`config.mk`:
```
export PLATFORM = sky130hd
export DESIGN_NAME = sample_frame_packer
export DESIGN_NICKNAME = d
export VERILOG_FILES = /design/src/rtl/sample_frame_pkg.sv /design/src/rtl/sample_bank.sv /design/src/rtl/sample_frame_packer.sv
export SDC_FILE = /design/constraint.sdc
export NUM_CORES = 1
export LEC_CHECK = 0
export ABC_AREA = 1
export BUFFER_PORTS_ARGS = -buffer_cell sky130_fd_sc_hd__clkbuf_2
export CAP_MARGIN = 40
export CORE_UTILIZATION = 50
export CTS_CLUSTER_SIZE = 28
export DETAILED_ROUTE_END_ITERATION = 10
export PLACE_DENSITY_LB_ADDON = 0.3
export SLEW_MARGIN = 20
export SYNTH_ARGS = -nofsm -noshare
export SYNTH_HDL_FRONTEND = slang
export SYNTH_SLANG_ARGS = --single-unit
```
`constraint.sdc`:
```
create_clock -name clk -period 5.7 [get_ports clk]
set_clock_uncertainty 0.05 [all_clocks]
set_input_delay 1.425 -clock clk [delete_from_list [all_inputs] [get_ports clk]]
set_output_delay 1.425 -clock clk [all_outputs]
set_load 0.02 [all_outputs]
```
`src/rtl/sample_frame_pkg.sv`:
```
// Shared widths and control-state encoding for the sample frame packer.
// Widths here are the defaults; the top module exposes them as parameters.
package sample_frame_pkg;

   localparam int DATAW = 16;
   localparam int SAW   = 8;
   localparam int NSAMP = 8;

   typedef enum logic {
      FILL = 1'b0,
      HOLD = 1'b1
   } state_t;

endpackage

```
`src/rtl/sample_bank.sv`:
```
// Eight-slot sample register bank plus its shift amount: indexed single-slot writes or a whole-frame load.
// One-cycle write latency; no handshake of its own, the packer controls every enable.
module sample_bank
   import sample_frame_pkg::*;
#(
   parameter int DW = DATAW,
   parameter int SW = SAW
) (
   input  logic            clk,
   input  logic            rst,
   input  logic            wr_en,
   input  logic [2:0]      wr_idx,
   input  logic [DW-1:0]   wr_dat,
   input  logic            sa_en,
   input  logic [SW-1:0]   sa_dat,
   input  logic            ld_en,
   input  logic [8*DW-1:0] ld_slots,
   input  logic [SW-1:0]   ld_sa,
   output logic [8*DW-1:0] slots,
   output logic [SW-1:0]   sa
);

   // A whole-frame load takes priority over slot writes.
   always_ff @(posedge clk or posedge rst) begin
      if (rst) begin
         slots <= '0;
         sa    <= '0;
      end else if (ld_en) begin
         slots <= ld_slots;
         sa    <= ld_sa;
      end else begin
         for (int i = 0; i < 8; i++) begin
            if (wr_en && (wr_idx == 3'(i))) begin
               slots[i*DW +: DW] <= wr_dat;
            end
         end
         if (sa_en) begin
            sa <= sa_dat;
         end
      end
   end

endmodule

```
`src/rtl/sample_frame_packer.sv`:
```
// Packs 8 serial samples into frame a..h + sa; frame_valid rises the cycle after the 8th accepted sample.
// Frame is held until frame_ready; SAMPLE_FRAME_PACKER_DBUF_EN adds a fill bank so input keeps flowing while a frame is held.
module sample_frame_packer #(
   parameter int DATAW = sample_frame_pkg::DATAW,
   parameter int SAW   = sample_frame_pkg::SAW,
   parameter int NSAMP = sample_frame_pkg::NSAMP
) (
   input  logic             clk,
   input  logic             rst,
   input  logic [DATAW-1:0] in_data,
   input  logic             in_valid,
   output logic             in_ready,
   input  logic [SAW-1:0]   cfg_sa,
   output logic [DATAW-1:0] a,
   output logic [DATAW-1:0] b,
   output logic [DATAW-1:0] c,
   output logic [DATAW-1:0] d,
   output logic [DATAW-1:0] e,
   output logic [DATAW-1:0] f,
   output logic [DATAW-1:0] g,
   output logic [DATAW-1:0] h,
   output logic [SAW-1:0]   sa,
   output logic             frame_valid,
   input  logic             frame_ready,
   output logic [3:0]       fill_cnt
);

   if (NSAMP != 8) begin : g_nsamp_chk
      $error("sample_frame_packer: NSAMP must be 8, a..h are discrete ports");
   end

   logic                 accept;
   logic                 last;
   logic [8*DATAW-1:0]   out_slots;
   logic [SAW-1:0]       out_sa;

   assign accept = in_valid & in_ready;
   assign last   = accept & (fill_cnt == 4'd7);

`ifdef SAMPLE_FRAME_PACKER_DBUF_EN
   logic                 consume;
   logic                 swap;
   logic [8*DATAW-1:0]   fill_slots;
   logic [8*DATAW-1:0]   swap_slots;
   logic [SAW-1:0]       fill_sa;

   // A full fill bank (fill_cnt = 8) is the only thing that stalls the input.
   assign in_ready = (fill_cnt != 4'd8);
   assign consume  = frame_valid & frame_ready;
   assign swap     = (last & (~frame_valid | frame_ready)) | (~in_ready & frame_ready);

   // On the completing sample, slot 7 is still in flight and is forwarded into the output bank.
   always_comb begin
      swap_slots = fill_slots;
      if (in_ready) begin
         swap_slots[7*DATAW +: DATAW] = in_data;
      end
   end

   sample_bank #(.DW(DATAW), .SW(SAW)) u_fill_bank (
      .clk      (clk),
      .rst      (rst),
      .wr_en    (accept),
      .wr_idx   (fill_cnt[2:0]),
      .wr_dat   (in_data),
      .sa_en    (accept & (fill_cnt == 4'd0)),
      .sa_dat   (cfg_sa),
      .ld_en    (1'b0),
      .ld_slots ('0),
      .ld_sa    ('0),
      .slots    (fill_slots),
      .sa       (fill_sa)
   );

   sample_bank #(.DW(DATAW), .SW(SAW)) u_out_bank (
      .clk      (clk),
      .rst      (rst),
      .wr_en    (1'b0),
      .wr_idx   (3'd0),
      .wr_dat   ('0),
      .sa_en    (1'b0),
      .sa_dat   ('0),
      .ld_en    (swap),
      .ld_slots (swap_slots),
      .ld_sa    (fill_sa),
      .slots    (out_slots),
      .sa       (out_sa)
   );

   always_ff @(posedge clk or posedge rst) begin
      if (rst) begin
         frame_valid <= 1'b0;
         fill_cnt    <= 4'd0;
      end else begin
         if (swap) begin
            frame_valid <= 1'b1;
         end else if (consume) begin
            frame_valid <= 1'b0;
         end
         // Completing without a swap parks the count at 8 until the output bank drains.
         if (swap) begin
            fill_cnt <= 4'd0;
         end else if (accept) begin
            fill_cnt <= fill_cnt + 4'd1;
         end
      end
   end
`else
   sample_frame_pkg::state_t state;

   assign in_ready = (state == sample_frame_pkg::FILL);

   sample_bank #(.DW(DATAW), .SW(SAW)) u_bank (
      .clk      (clk),
      .rst      (rst),
      .wr_en    (accept),
      .wr_idx   (fill_cnt[2:0]),
      .wr_dat   (in_data),
      .sa_en    (accept & (fill_cnt == 4'd0)),
      .sa_dat   (cfg_sa),
      .ld_en    (1'b0),
      .ld_slots ('0),
      .ld_sa    ('0),
      .slots    (out_slots),
      .sa       (out_sa)
   );

   always_ff @(posedge clk or posedge rst) begin
      if (rst) begin
         state       <= sample_frame_pkg::FILL;
         frame_valid <= 1'b0;
         fill_cnt    <= 4'd0;
      end else begin
         case (state)
            sample_frame_pkg::FILL: begin
               if (last) begin
                  state       <= sample_frame_pkg::HOLD;
                  frame_valid <= 1'b1;
                  fill_cnt    <= 4'd0;
               end else if (accept) begin
                  fill_cnt <= fill_cnt + 4'd1;
               end
            end
            sample_frame_pkg::HOLD: begin
               if (frame_ready) begin
                  state       <= sample_frame_pkg::FILL;
                  frame_valid <= 1'b0;
               end
            end
         endcase
      end
   end
`endif

   assign a  = out_slots[0*DATAW +: DATAW];
   assign b  = out_slots[1*DATAW +: DATAW];
   assign c  = out_slots[2*DATAW +: DATAW];
   assign d  = out_slots[3*DATAW +: DATAW];
   assign e  = out_slots[4*DATAW +: DATAW];
   assign f  = out_slots[5*DATAW +: DATAW];
   assign g  = out_slots[6*DATAW +: DATAW];
   assign h  = out_slots[7*DATAW +: DATAW];
   assign sa = out_sa;

endmodule
```
---- Word level (Yosys, flattened, before mapping) ----
Cells that the tools add are included.
cells by class
  add/subtract/negate cells ............... 1
  eq/ne operators ......................... 10
  multiplexer cells ....................... 8
  bitwise operators ....................... 4
  reductions and logical operators ........ 13
operators by type and width
  operator                                              number
  equality test 3 bit (second input constant)           4
  logical AND 1 bit                                     8
  two-way mux 4 bit                                     2
  equality test 3 x 2 -> 1 bit (second input constant)  2
  adder 4 x 1 -> 4 bit (second input constant)          1
  equality test 4 x 3 -> 1 bit (second input constant)  1
  logical NOT 4 bit                                     1
  two-way mux 1 bit                                     4
  case mux 1 bit (2 select lines)                       2
  AND reduction 2 bit                                   2
  AND 1 bit                                             3
  equality test 3 x 1 -> 1 bit (second input constant)  1
  logical NOT 3 bit                                     1
  != test 2 x 1 -> 1 bit (second input constant)        1
  != test 2 bit (second input constant)                 1
  nonzero test 2 bit                                    1
  inverter 1 bit                                        1
word-level totals
  flip-flop bits (word level) ............. 142
  input port bits ......................... 28
  output and inout bits ................... 142
  word-level logic and storage cells ...... 48

---- Logic depth before layout (Yosys ltp) ----
Gate-level depths: netlist of run 1.
  depth after elaboration ................. 5
  depth in mapped cells ................... 8
  depth with buffers taken out ............ 7

---- By module ----
From an unflattened synthesis of run 1, not the netlist that was laid out.
second synthesis, totals
  cells, all modules ...................... 940
  area, all modules ....................... 6867.8 um^2
by module, submodules not included
  module               instances  cells an instance  area each (um^2)  seq. area each (um^2)
  sample_bank          1          903                6550.0            3403.3
  sample_frame_packer  1          37                 317.8             150.1

---- Worst setup path before layout of run 1 ----
OpenSTA, ideal clock, no wires.
  path type ............................... input to register
  from .................................... in in_valid
  to ...................................... reg u_bank.slots[42]
  library setup time ...................... 128 ps
  arrival time ............................ 2082 ps
  data required time ...................... 5522 ps
  slack ................................... 3440 ps
  cell stages on the path ................. 7
  path buffers ............................ 2
  cells stage by stage .................... inv_1 nor2_2 buf_4 nand2_4 buf_2 nand2_1 o21ai_0
on the way
  word-level cells in the longest chain between the ends .. 2
ends and longest elaborated chain
  item                            line                       text
  start: declaration              sample_frame_packer.sv:11  input logic in_valid,
  AND 1 bit                       sample_frame_packer.sv:37  assign accept = in_valid & in_ready;
  logical AND 1 bit               sample_bank.sv:33          if (wr_en && (wr_idx == 3'(i))) begin
  end signal: assignment          sample_bank.sv:29          slots <= ld_slots;
  end signal: indexed assignment  sample_bank.sv:34          slots[i*DW +: DW] <= wr_dat;
  end: declaration                sample_bank.sv:19          output logic [8*DW-1:0] slots,
Every way passes these cells.
A chain may end at the register's enable or synchronous reset.

---- Worst setup path in the final report of run 1 ----
  from .................................... reg fill_cnt[2]
  to ...................................... out fill_cnt[2]
RTL lines
  item                      line                        text
  start: declaration        sample_frame_packer.sv:25   output logic [3:0] fill_cnt
  start signal: assignment  sample_frame_packer.sv:141  fill_cnt <= fill_cnt + 4'd1;
No word-level cell between the ends.

==> metrics.md, run 1 <==
| Metric | Value |
|---|---|
| Worst slew pin tran | `481 ps` |
| Layout cells sized above 1 | `30.0%` |
| Outcome | `complete, no violations` |
| Sw Ratio | `41.1%` |
| DR pass1 iterations | `4` |
| RSZ-0062 raised after global routing | `no` |
| Port Buf Inserts | `169` |
| Final cycle utilization of the critical path | `49.5%` |
| Setup crit end kind | `output port` |
| Worst Hold Class | `register to register` |
| MaxCap Viol Count | `0` |
| Slowest CP cell | `dfrtp_1` |
| Post_cts resized | `0` |
| Post-Synthesis Cells | `517` |
| GRT Util Overall | `24.9%` |
| Crit-path leading delay family | `flip-flops` |
| Tmin final | `2820 ps` |
| Post-synth top area share | `67.5%` |
| CTS root buf | `clkbuf_8` |
| Netlist cell types | `17` |
| Startpoint class of the critical path | `register` |
| Clk pwr share | `22.9%` |
| Hold buffers post-CTS | `0` |
| PwrDens | `664 nW/um^2` |
| DRC violations left | `0` |
| Die area | `10900 um^2` |
| Vias in the first global route | `4022` |
| Max Slew Vio Count | `0` |
| Pleak | `3.68 nW` |
| CORE AREA | `10300 um^2` |
| Initial antenna violation count | `0` |
| CTS max path bufs | `2` |
| Adder-cell share of the synthesized area | `1.19%` |
| Die height | `105 um` |
| Worst Setup Path Type | `register to output port` |
| Post-placement cell count | `799` |
| Syn Area/Cell | `10.2 um^2` |
| Synth Area in Compound Gates | `12.7%` |
| Synth area leader | `dfrtp_1` |
| IO Count | `170` |
| Largest net degree at the start of global routing | `68` |
| H-tree depth | `4` |
| Simple-gate share of the synthesized area | `13.9%` |
| Cts bufs inserted | `17` |
| Yosys Warn Count | `0` |
| Mux cell area share after synthesis | `0%` |
| Nets | `718` |
| Mapped Nets | `550` |
| # rows | `37` |
| GPL Wtd Cong | `0.832` |
| Synth top area cells | `dfrtp_1 (68%), o21ai_0 (12%), nand2_1 (11%)` |
| Rel. slew slack | `67.9%` |
| Post-synthesis sequential area ratio | `67.5%` |
| Crit path DAT | `1350 ps` |
| Worst VDD drop | `0.349 mV` |
| Reg power frac | `38.9%` |
| CTS Sinks | `142` |
| Vias | `4163` |
| Largest family of logic cells by synthesized area | `simple AND/OR/NAND/NOR gates` |
| Area growth syn-to-layout | `29.7%` |
| Cell-internal power | `0.00267 W` |
| Final ANT Viol Nets | `0` |
| Number of synthesized register bits | `142` |
| First-pass GRT wire length | `20600 um` |
| Final worst slack | `2880 ps` |
| Synth Cell Area | `5260 um^2` |
| HPWL Detailed | `8950 um` |
| Total chip power | `0.00453 W` |
| CTS tree | `yes` |
| Worst slack, placed | `2060 ps` |
| Worst path bufs/invs | `1` |
| Crit path required time | `4220 ps` |
| WL/cell | `15.4 um` |
| Die X | `105 um` |
| Post-Synth XOR/XNOR Area | `0.166%` |
| Iter 0 DRT Violations | `203` |
| Post-layout util | `66.4%` |
| Clock latency on the worst-skew pair | `520 ps` |
| Psw | `0.00186 W` |
| Vias/cell | `5.00` |
| CTS clk-pin slew, worst paths | `60 ps` |
| WL final | `12800 um` |
| Final Setup Violations | `0` |
| Logic pwr share | `38.2%` |
| Fin. Hold Viols | `0` |
| Post-route insts no fill | `832` |
| Number of diodes | `0` |
| Total congestion overflow | `0` |
| Critical-path cell list | `clkbuf_2` |
| Worst-path fanout max | `13` |
| Setup TNS | `0 ps` |
| Initial Util | `51.2%` |
| Worst path max stage delay | `590 ps` |
| Post-CTS setup buffers | `0` |
| Max Clock Freq | `354 MHz` |
-- through the flow --
step           instance area, um^2  hold slack (ps)
2_1_floorplan                 5260              461
3_3_place_gp                  6160              403
3_5_place_dp                  6230              410
4_1_cts                       6780              425
5_1_grt                       6830              442
6_report                      6830              422
-- per-layer routing --
| layer | up-vias | part of all wire [%] | GRT usage (%) |
|---|---|---|---|
| li1 | 2015 | - | - |
| met1 | 2006 | 42 | 31.1 |
| met2 | 130 | 51 | 40.5 |
| met3 | 12 | 5.9 | 7.05 |
| met4 | 0 | 0.94 | 11.0 |
| met5 | - | 0 | 0 |
-- registers in the layout, summed over array words and instances (netlist names) --
register and cells:
state 1, u_bank.sa 8, u_bank.slots 128, frame_valid 1, fill_cnt 4
-- power groups by stage --
stage                     registers, W  logic, W  clock network, W
after floorplan                0.00229  0.000541                 0
after global placement         0.00175   0.00168                 0
after detailed placement       0.00176   0.00173                 0
after CTS                      0.00176   0.00174           0.00105
after global routing           0.00181   0.00190           0.00110
final                          0.00176   0.00173           0.00104
-- tightest hold or removal path, cell delays in order (launching register included) --
cell     delay (ps)
dfrtp_1         340
nand2_1          50
nand2_1          50
-- cell type report --
class	count	area, um^2
tap	136	170
timing repair buffer	177	960
fill	842	3450
clock inverter	6	85.1
multi-input combinational	318	1470
inverter	29	114
clock buffer	24	470
sequential	142	3550
-- cell families (layout without fill, tap and decap cells) --
family / count (synthesis) / count (layout)
AO/OA/AOI/OAI: 134 / 134
adder cells (fa/ha/maj): 5 / 5
flip-flops: 142 / 142
AND/OR/NAND/NOR: 178 / 178
buffers and inverters: 57 / 236
XOR/XNOR: 1 / 1
-- worst paths after layout --
path                                   start           endpoint  slack (ps)  cells after the start
worst max-delay path             fill_cnt[2]        fill_cnt[2]        2880                      1
worst min-delay path            u_bank.sa[1]       u_bank.sa[1]         420                      2
worst max register to register   fill_cnt[0]    u_bank.slots[7]        3760                      7
worst min register to register  u_bank.sa[1]       u_bank.sa[1]         420                      2
max in group asynchronous                rst   u_bank.slots[64]        3590                      4
min in group asynchronous                rst  u_bank.slots[111]         860                      2
-- synth_stat cells, drive strengths merged --
library cell    n
clkbuf         16
buf            12
nand4          11
ha              5
nor2            5
nand2         155
inv            29
nand3           7
xor2            1
a21oi           1
o21ai         133
dfrtp         142
-- cells in the final DEF (no fill, tap or decap), drive strengths merged --
master / n
a21oi: 1
buf: 8
bufinv: 2
clkbuf: 193
clkinv: 2
clkinvlp: 2
dfrtp: 142
ha: 5
inv: 29
nand2: 155
nand3: 7
nand4: 11
nor2: 5
o21ai: 133
xor2: 1
Note: power is estimated with default switching activity, not from simulation.
==> run 2, diff against run 1 <==
clock period = 2.95 ns   (was 5.7 ns; I/O delays follow)
==> metrics.md, run 2 (synthesized netlist as in run 1, its figures left out) <==
| Metric | Value |
|---|---|
| Logic pwr share | `37.2% (-1.0 points)` |
| HPWL Detailed | `8670 um (-3.2%)` |
| Biggest regs | `u_bank.slots (128), u_bank.sa (8), fill_cnt (4)` |
| Fin. Hold Viols | `0 (unchanged)` |
| Post_cts resized | `0 (unchanged)` |
| RSZ-0062 raised after global routing | `no` |
| Port Buf Inserts | `169 (unchanged)` |
| Max Slew Vio Count | `0 (unchanged)` |
| WL final | `12400 um (-2.9%)` |
| Worst-path fanout max | `13 (unchanged)` |
| DR pass1 iterations | `5 (+1)` |
| Worst VDD drop | `0.662 mV (+90%)` |
| Number of flip-flops under the largest register name | `128 (unchanged)` |
| H-tree depth | `4 (unchanged)` |
| Cell-internal power | `0.00530 W (+98%)` |
| Crit-path leading delay family | `flip-flops` |
| Total congestion overflow | `0 (unchanged)` |
| Max Clock Freq | `471 MHz` |
| Most common cell after layout, fill and taps aside | `clkbuf_2` |
| Initial Util | `51.2% (unchanged)` |
| Vias in the first global route | `4083 (+1.5%)` |
| Hold buffers post-CTS | `0 (unchanged)` |
| Worst path bufs/invs | `1 (unchanged)` |
| CTS tree | `yes` |
| Final cycle utilization of the critical path | `72.0%` |
| IO Count | `170 (unchanged)` |
| Clk pwr share | `24.6% (+1.7 points)` |
| Final Setup Violations | `0 (unchanged)` |
| Psw | `0.00361 W (+94%)` |
| Vias/cell | `5.01 (about the same)` |
| Number of diodes | `0 (unchanged)` |
| Die X | `105 um (unchanged)` |
| Area growth syn-to-layout | `29.8% (about the same)` |
| Startpoint class of the critical path | `register` |
| GPL Wtd Cong | `0.889 (+6.9%)` |
| Tmin final | `2120 ps` |
| Post-placement cell count | `801 (+0.25%)` |
| Worst path max stage delay | `590 ps (about the same)` |
| Crit path DAT | `1340 ps (about the same)` |
| Sw Ratio | `40.5% (-0.54 points)` |
| Slowest CP cell | `dfrtp_1` |
| WL/cell | `14.9 um (-3.1%)` |
| Cell count of the worst reg-to-reg path | `8 (+1)` |
| Outcome | `complete, no violations` |
| Die height | `105 um (unchanged)` |
| Clock latency on the worst-skew pair | `500 ps (-20 ps)` |
| Post-CTS setup buffers | `0 (unchanged)` |
| CTS clk-pin slew, worst paths | `60 ps (about the same)` |
| Setup crit end kind | `output port` |
| Pleak | `3.69 nW (+0.27%)` |
| Commonest cells after routing, fill and taps aside | `clkbuf_2 (169), nand2_1 (152), dfrtp_1 (142), o21ai_0 (128), inv_1 (28)` |
| Layout cells sized above 1 | `30.6% (+0.53 points)` |
| # rows | `37 (unchanged)` |
| Die area | `10900 um^2 (unchanged)` |
| Critical-path cell list | `clkbuf_2` |
| Cts bufs inserted | `17 (unchanged)` |
| First-pass GRT wire length | `20300 um (-1.5%)` |
| DRC violations left | `0 (unchanged)` |
| Worst Setup Path Type | `register to output port` |
| CTS root buf | `clkbuf_8` |
| PwrDens | `1300 nW/um^2 (+96%)` |
| Final ANT Viol Nets | `0 (unchanged)` |
| Nets | `717 (-0.14%)` |
| CORE AREA | `10300 um^2 (unchanged)` |
| Setup TNS | `0 ps (unchanged)` |
| Initial antenna violation count | `0 (unchanged)` |
| Post-route insts no fill | `833 (+0.12%)` |
| Worst r2r dst | `u_bank.slots[5]` |
| Worst Hold Class | `input port to async pin` |
| GRT Util Overall | `24.0% (-0.81 points)` |
| Iter 0 DRT Violations | `206 (+1.5%)` |
| Reg power frac | `38.2% (-0.7 points)` |
| Top reg by flops | `u_bank.slots` |
| Worst slew pin tran | `766 ps (+285 ps)` |
| Vias | `4170 (+0.17%)` |
| Rel. slew slack | `48.9% (-19 points)` |
| Fill cells | `850 (+0.95%)` |
| CTS Sinks | `142 (unchanged)` |
| Worst r2r src | `fill_cnt[0]` |
| MaxCap Viol Count | `0 (unchanged)` |
| Crit path required time | `2160 ps (-2060 ps)` |
| Largest net degree at the start of global routing | `143 (+110%)` |
| R2r setup slk | `1070 ps (-2690 ps)` |
| CTS max path bufs | `2 (unchanged)` |
[run 2: cell count changes in the layout (fill, tap and decap cells not counted), moves of 2 or more]
cell	delta
buf_4	+5
buf_6	-3
buf_8	-3
bufinv_16	+2
clkbuf_1	-3
clkinv_2	+4
[run 2: power groups by stage]
stage,sequential (W),combinational (W),clock [W]
floorplan,0.00442,0.00105,0
global placement,0.00337,0.00326,0
detailed placement,0.00341,0.00335,0
CTS,0.00340,0.00335,0.00222
global route,0.00350,0.00363,0.00230
finish,0.00340,0.00331,0.00219
[run 2: how the worst max path moves through the flow]
stage	start	to	slack, ps	cells after the start
2_1_floorplan	rst	fill_cnt[0]	390	1
3_3_place_gp	in_valid	u_bank.sa[5]	790	6
3_5_place_dp	in_valid	u_bank.sa[1]	720	6
4_1_cts	fill_cnt[2]	fill_cnt[2]	810	1
5_1_grt	fill_cnt[2]	fill_cnt[2]	740	1
6_report	fill_cnt[2]	fill_cnt[2]	830	1
[run 2: metal layers]
metal | routed length [um] | part of all wire (%) | global-route usage [%]
met1 | 5320 | 43 | 29.9
met5 | 0 | 0 | 0
met3 | 767 | 6.2 | 7.67
met4 | 183 | 1.5 | 7.65
met2 | 6170 | 50 | 40.2
[run 2: through the flow]
stage / hold slack [ps] / utilization [%] / power (W) / instance area (um^2) / setup slack [ps]
CTS: 366 / 66.5 / 0.00897 / 6830 / 811
finish: 352 / 66.5 / 0.00891 / 6830 / 827
global route: 387 / 66.5 / 0.00944 / 6830 / 735
floorplan: 461 / - / 0.00547 / 5270 / 385
global placement: 405 / 60.5 / 0.00663 / 6220 / 794
detailed placement: 415 / 60.5 / 0.00675 / 6220 / 723
[run 2: final cells by class]
cell class	count	area, um^2	area share (%)
clock buffers	20	445	6.52
multi-input cells	318	1470	21.6
inverters	29	113	1.65
well taps	136	170	2.49
clock inverters	12	166	2.44
flip-flops and latches	142	3550	52.0
repair buffers	176	911	13.3
==> run 3, diff against run 2 <==
ABC_AREA = 0   (was 1)
CORE_UTILIZATION = 46   (was 50)
clock period = 1.8 ns   (was 2.95 ns; I/O delays follow)
==> metrics.md, run 3 <==
| Metric | Value |
|---|---|
| Worst slew pin tran | `440 ps (-326 ps)` |
| PwrDens | `2180 nW/um^2 (+67%)` |
| Multi-input gate area | `1890 um^2 (+28%)` |
| Worst r2r dst | `u_bank.sa[5]` |
| IO Count | `170 (unchanged)` |
| Async set-reset flop share out of synthesis | `100% (unchanged)` |
| Vias in the first global route | `3730 (-8.6%)` |
| Outcome | `finished with violations` |
| Number of synthesized register bits | `142 (unchanged)` |
| Worst VDD drop | `1.05 mV (+59%)` |
| Synth top area cells | `dfrtp_1 (64%), mux2_2 (26%), mux2_4 (2.2%)` |
| RSZ-0062 raised after global routing | `yes` |
| WL/cell | `18.3 um (+22%)` |
| CTS root buf | `clkbuf_16` |
| Synth area leader | `dfrtp_1` |
| Post-synth top flop | `dfrtp_1` |
| Fin. Hold Viols | `0 (unchanged)` |
| Clock latency on the worst-skew pair | `420 ps (-80 ps)` |
| Total chip power | `0.0163 W (+83%)` |
| Failing checks | `design-rule violations` |
| Crit path launch | `fill_cnt[1]` |
| Die area | `12500 um^2 (+14%)` |
| Count leader, synth | `dfrtp_1` |
| Worst Hold Class | `input port to register` |
| Slowest CP cell | `or4_4` |
| Post-placement cell count | `652 (-19%)` |
| CTS max path bufs | `2 (unchanged)` |
| CTS clk-pin slew, worst paths | `60 ps (about the same)` |
| Mapped Nets | `362 (-34%)` |
| Crit path DAT | `1990 ps (+650 ps)` |
| Post-Synthesis Cells | `329 (-36%)` |
| CORE AREA | `11600 um^2 (+13%)` |
| GPL Wtd Cong | `0.793 (-11%)` |
| Fill cells | `874 (+2.8%)` |
| Post-synthesis sequential area ratio | `64.1% (-3.4 points)` |
| Final Setup Violations | `0 (unchanged)` |
| FF/Latch Area | `3550 um^2 (unchanged)` |
| R2r setup slk | `60 ps (-1010 ps)` |
| H-tree depth | `4 (unchanged)` |
| CTS tree | `yes` |
| Post-layout util | `64.7% (-1.8 points)` |
| Pleak | `3.68 nW (-0.11%)` |
| Setup crit end kind | `register` |
| Worst r2r src | `fill_cnt[1]` |
| Max Slew Vio Count | `0 (unchanged)` |
| Max Clock Freq | `575 MHz` |
| First-pass GRT wire length | `20600 um (+1.3%)` |
| Post-synth EDFFs | `0 (unchanged)` |
| Crit path required time | `2050 ps (-110 ps)` |
| Tmin final | `1740 ps` |
| WL final | `12500 um (+0.60%)` |
| Final cycle utilization of the critical path | `96.7%` |
| Vias | `3478 (-17%)` |
| Post-route insts no fill | `685 (-18%)` |
| Commonest cells after routing, fill and taps aside | `clkbuf_2 (169), dfrtp_1 (142), mux2_2 (129), clkbuf_16 (17), buf_4 (14)` |
| Number of flip-flops under the largest register name | `128 (unchanged)` |
| Total congestion overflow | `0 (unchanged)` |
| Layout cells sized above 1 | `69.4% (+39 points)` |
| Netlist cell types | `25 (+8)` |
| HPWL Detailed | `8740 um (+0.80%)` |
| Cell count of the worst reg-to-reg path | `5 (-3)` |
| Synth Cell Area | `5540 um^2 (+5.3%)` |
| Vias/cell | `5.08 (+1.4%)` |
| Startpoint class of the critical path | `register` |
| Worst Setup Path Type | `register to register` |
| Crit path to | `u_bank.sa[5]` |
| Largest net degree at the start of global routing | `41 (-71%)` |
| Worst-path fanout max | `8 (-5)` |
| Syn Area/Cell | `16.8 um^2 (+65%)` |
| Nets | `562 (-22%)` |
| DR pass1 iterations | `9 (+4)` |
| Initial Util | `47.9% (-3.3 points)` |
| Top reg by flops | `u_bank.slots` |
| Yosys Warn Count | `0 (unchanged)` |
| # rows | `39 (+5.4%)` |
| DRC violations left | `9 (+9)` |
| Most common cell after layout, fill and taps aside | `clkbuf_2` |
| Worst path max stage delay | `520 ps (-70 ps)` |
| Iter 0 DRT Violations | `134 (-35%)` |
| Rel. slew slack | `70.6% (+22 points)` |
| Biggest regs | `u_bank.slots (128), u_bank.sa (8), fill_cnt (4)` |
| Cts bufs inserted | `17 (unchanged)` |
| Die height | `112 um (+6.8%)` |
| Initial antenna violation count | `0 (unchanged)` |
| Area growth syn-to-layout | `35.0%` |
| Number of diodes | `0 (unchanged)` |
| Post-synth top cells | `dfrtp_1 (142), mux2_2 (129), mux2_4 (8)` |
| CTS Sinks | `142 (unchanged)` |
| Final ANT Viol Nets | `0 (unchanged)` |
| MaxCap Viol Count | `0 (unchanged)` |
| Port Buf Inserts | `169 (unchanged)` |
| Post-synth top area share | `64.1% (-3.4 points)` |
| GRT Util Overall | `22.1% (-2.0 points)` |
| Die X | `112 um (+6.8%)` |
| Critical-path cell list | `inv_1 -> ha_4 -> nand2_1 -> or4_4 -> mux2_4` |
## run 3: cell types whose count changed after synthesis, moves of 10 or more
| cell | delta |
|---|---|
| clkbuf_1 | -14 |
| inv_1 | -24 |
| mux2_2 | +129 |
| nand2_1 | -147 |
| nand4_1 | -10 |
| o21ai_0 | -126 |
## run 3: kinds of logic after synthesis
| logic type | synth area share [%] |
|---|---|
| flip-flops | 64.1 |
| multiplexers | 28.4 |
| AO/OA/AOI/OAI | 0.790 |
| AND/OR/NAND/NOR | 3.36 |
| adder cells (fa/ha/maj) | 1.13 |
| buffers and inverters | 2.21 |
## run 3: worst min path at each step
stage,start,end,slack [ps],cells past startpoint
floorplan,frame_ready,frame_valid,480,1
global placement,rst,u_bank.slots[28],410,2
detailed placement,rst,u_bank.slots[30],420,2
CTS,frame_ready,frame_valid,140,2
global route,frame_ready,frame_valid,160,2
finish,frame_ready,frame_valid,160,2
## run 3: cell type report
type	instances	share of cell area [%]
Sequential cell	142	47.5
Clock inverter	12	3.18
Multi-Input combinational cell	170	25.3
Tap cell	143	2.39
Clock buffer	20	6.10
Timing Repair Buffer	193	15.2
Inverter	5	0.301
## run 3: timing repair
item | 4_1_cts | 5_1_grt
hold buffers | 1 | 0
buffers inserted | 0 | 0
setup endpoints to repair | 0 | 35
gates resized for setup | 0 | 4
hold endpoints to repair | 12 | 0
## run 3: per-layer routing
metal	global-route usage, %	wire [um]	up-vias
li1	-	-	1569
met1	27.9	5300	1790
met2	35.4	6300	100
met4	10.1	247	0
met5	0	0	-
met3	6.21	660	19
## run 3: power breakdown
part           switching [W]  internal (W)
logic                0.00376       0.00282
clock network        0.00129       0.00280
registers           0.000853       0.00480
## run 3: worst max-delay path, delay by kind of cell, from the launching register on
family / cells / cell delay, ps
adders and majority gates: 1 / 160
DFF: 1 / 380
and+or+nand+nor: 2 / 570
muxes: 1 / 330
buffers and inverters: 1 / 130
## run 3: metrics by stage
step / instance area (um^2) / setup WS [ps] / hold WS, ps / TNS [ps]
floorplan: 5560 / -477 / 485 / -69160
global placement: 6760 / 86.3 / 413 / 0
detailed placement: 6760 / 36.1 / 420 / 0
CTS: 7470 / 26.5 / 144 / 0
global route: 7480 / -1.86 / 163 / -2.70
finish: 7480 / 59.6 / 161 / 0
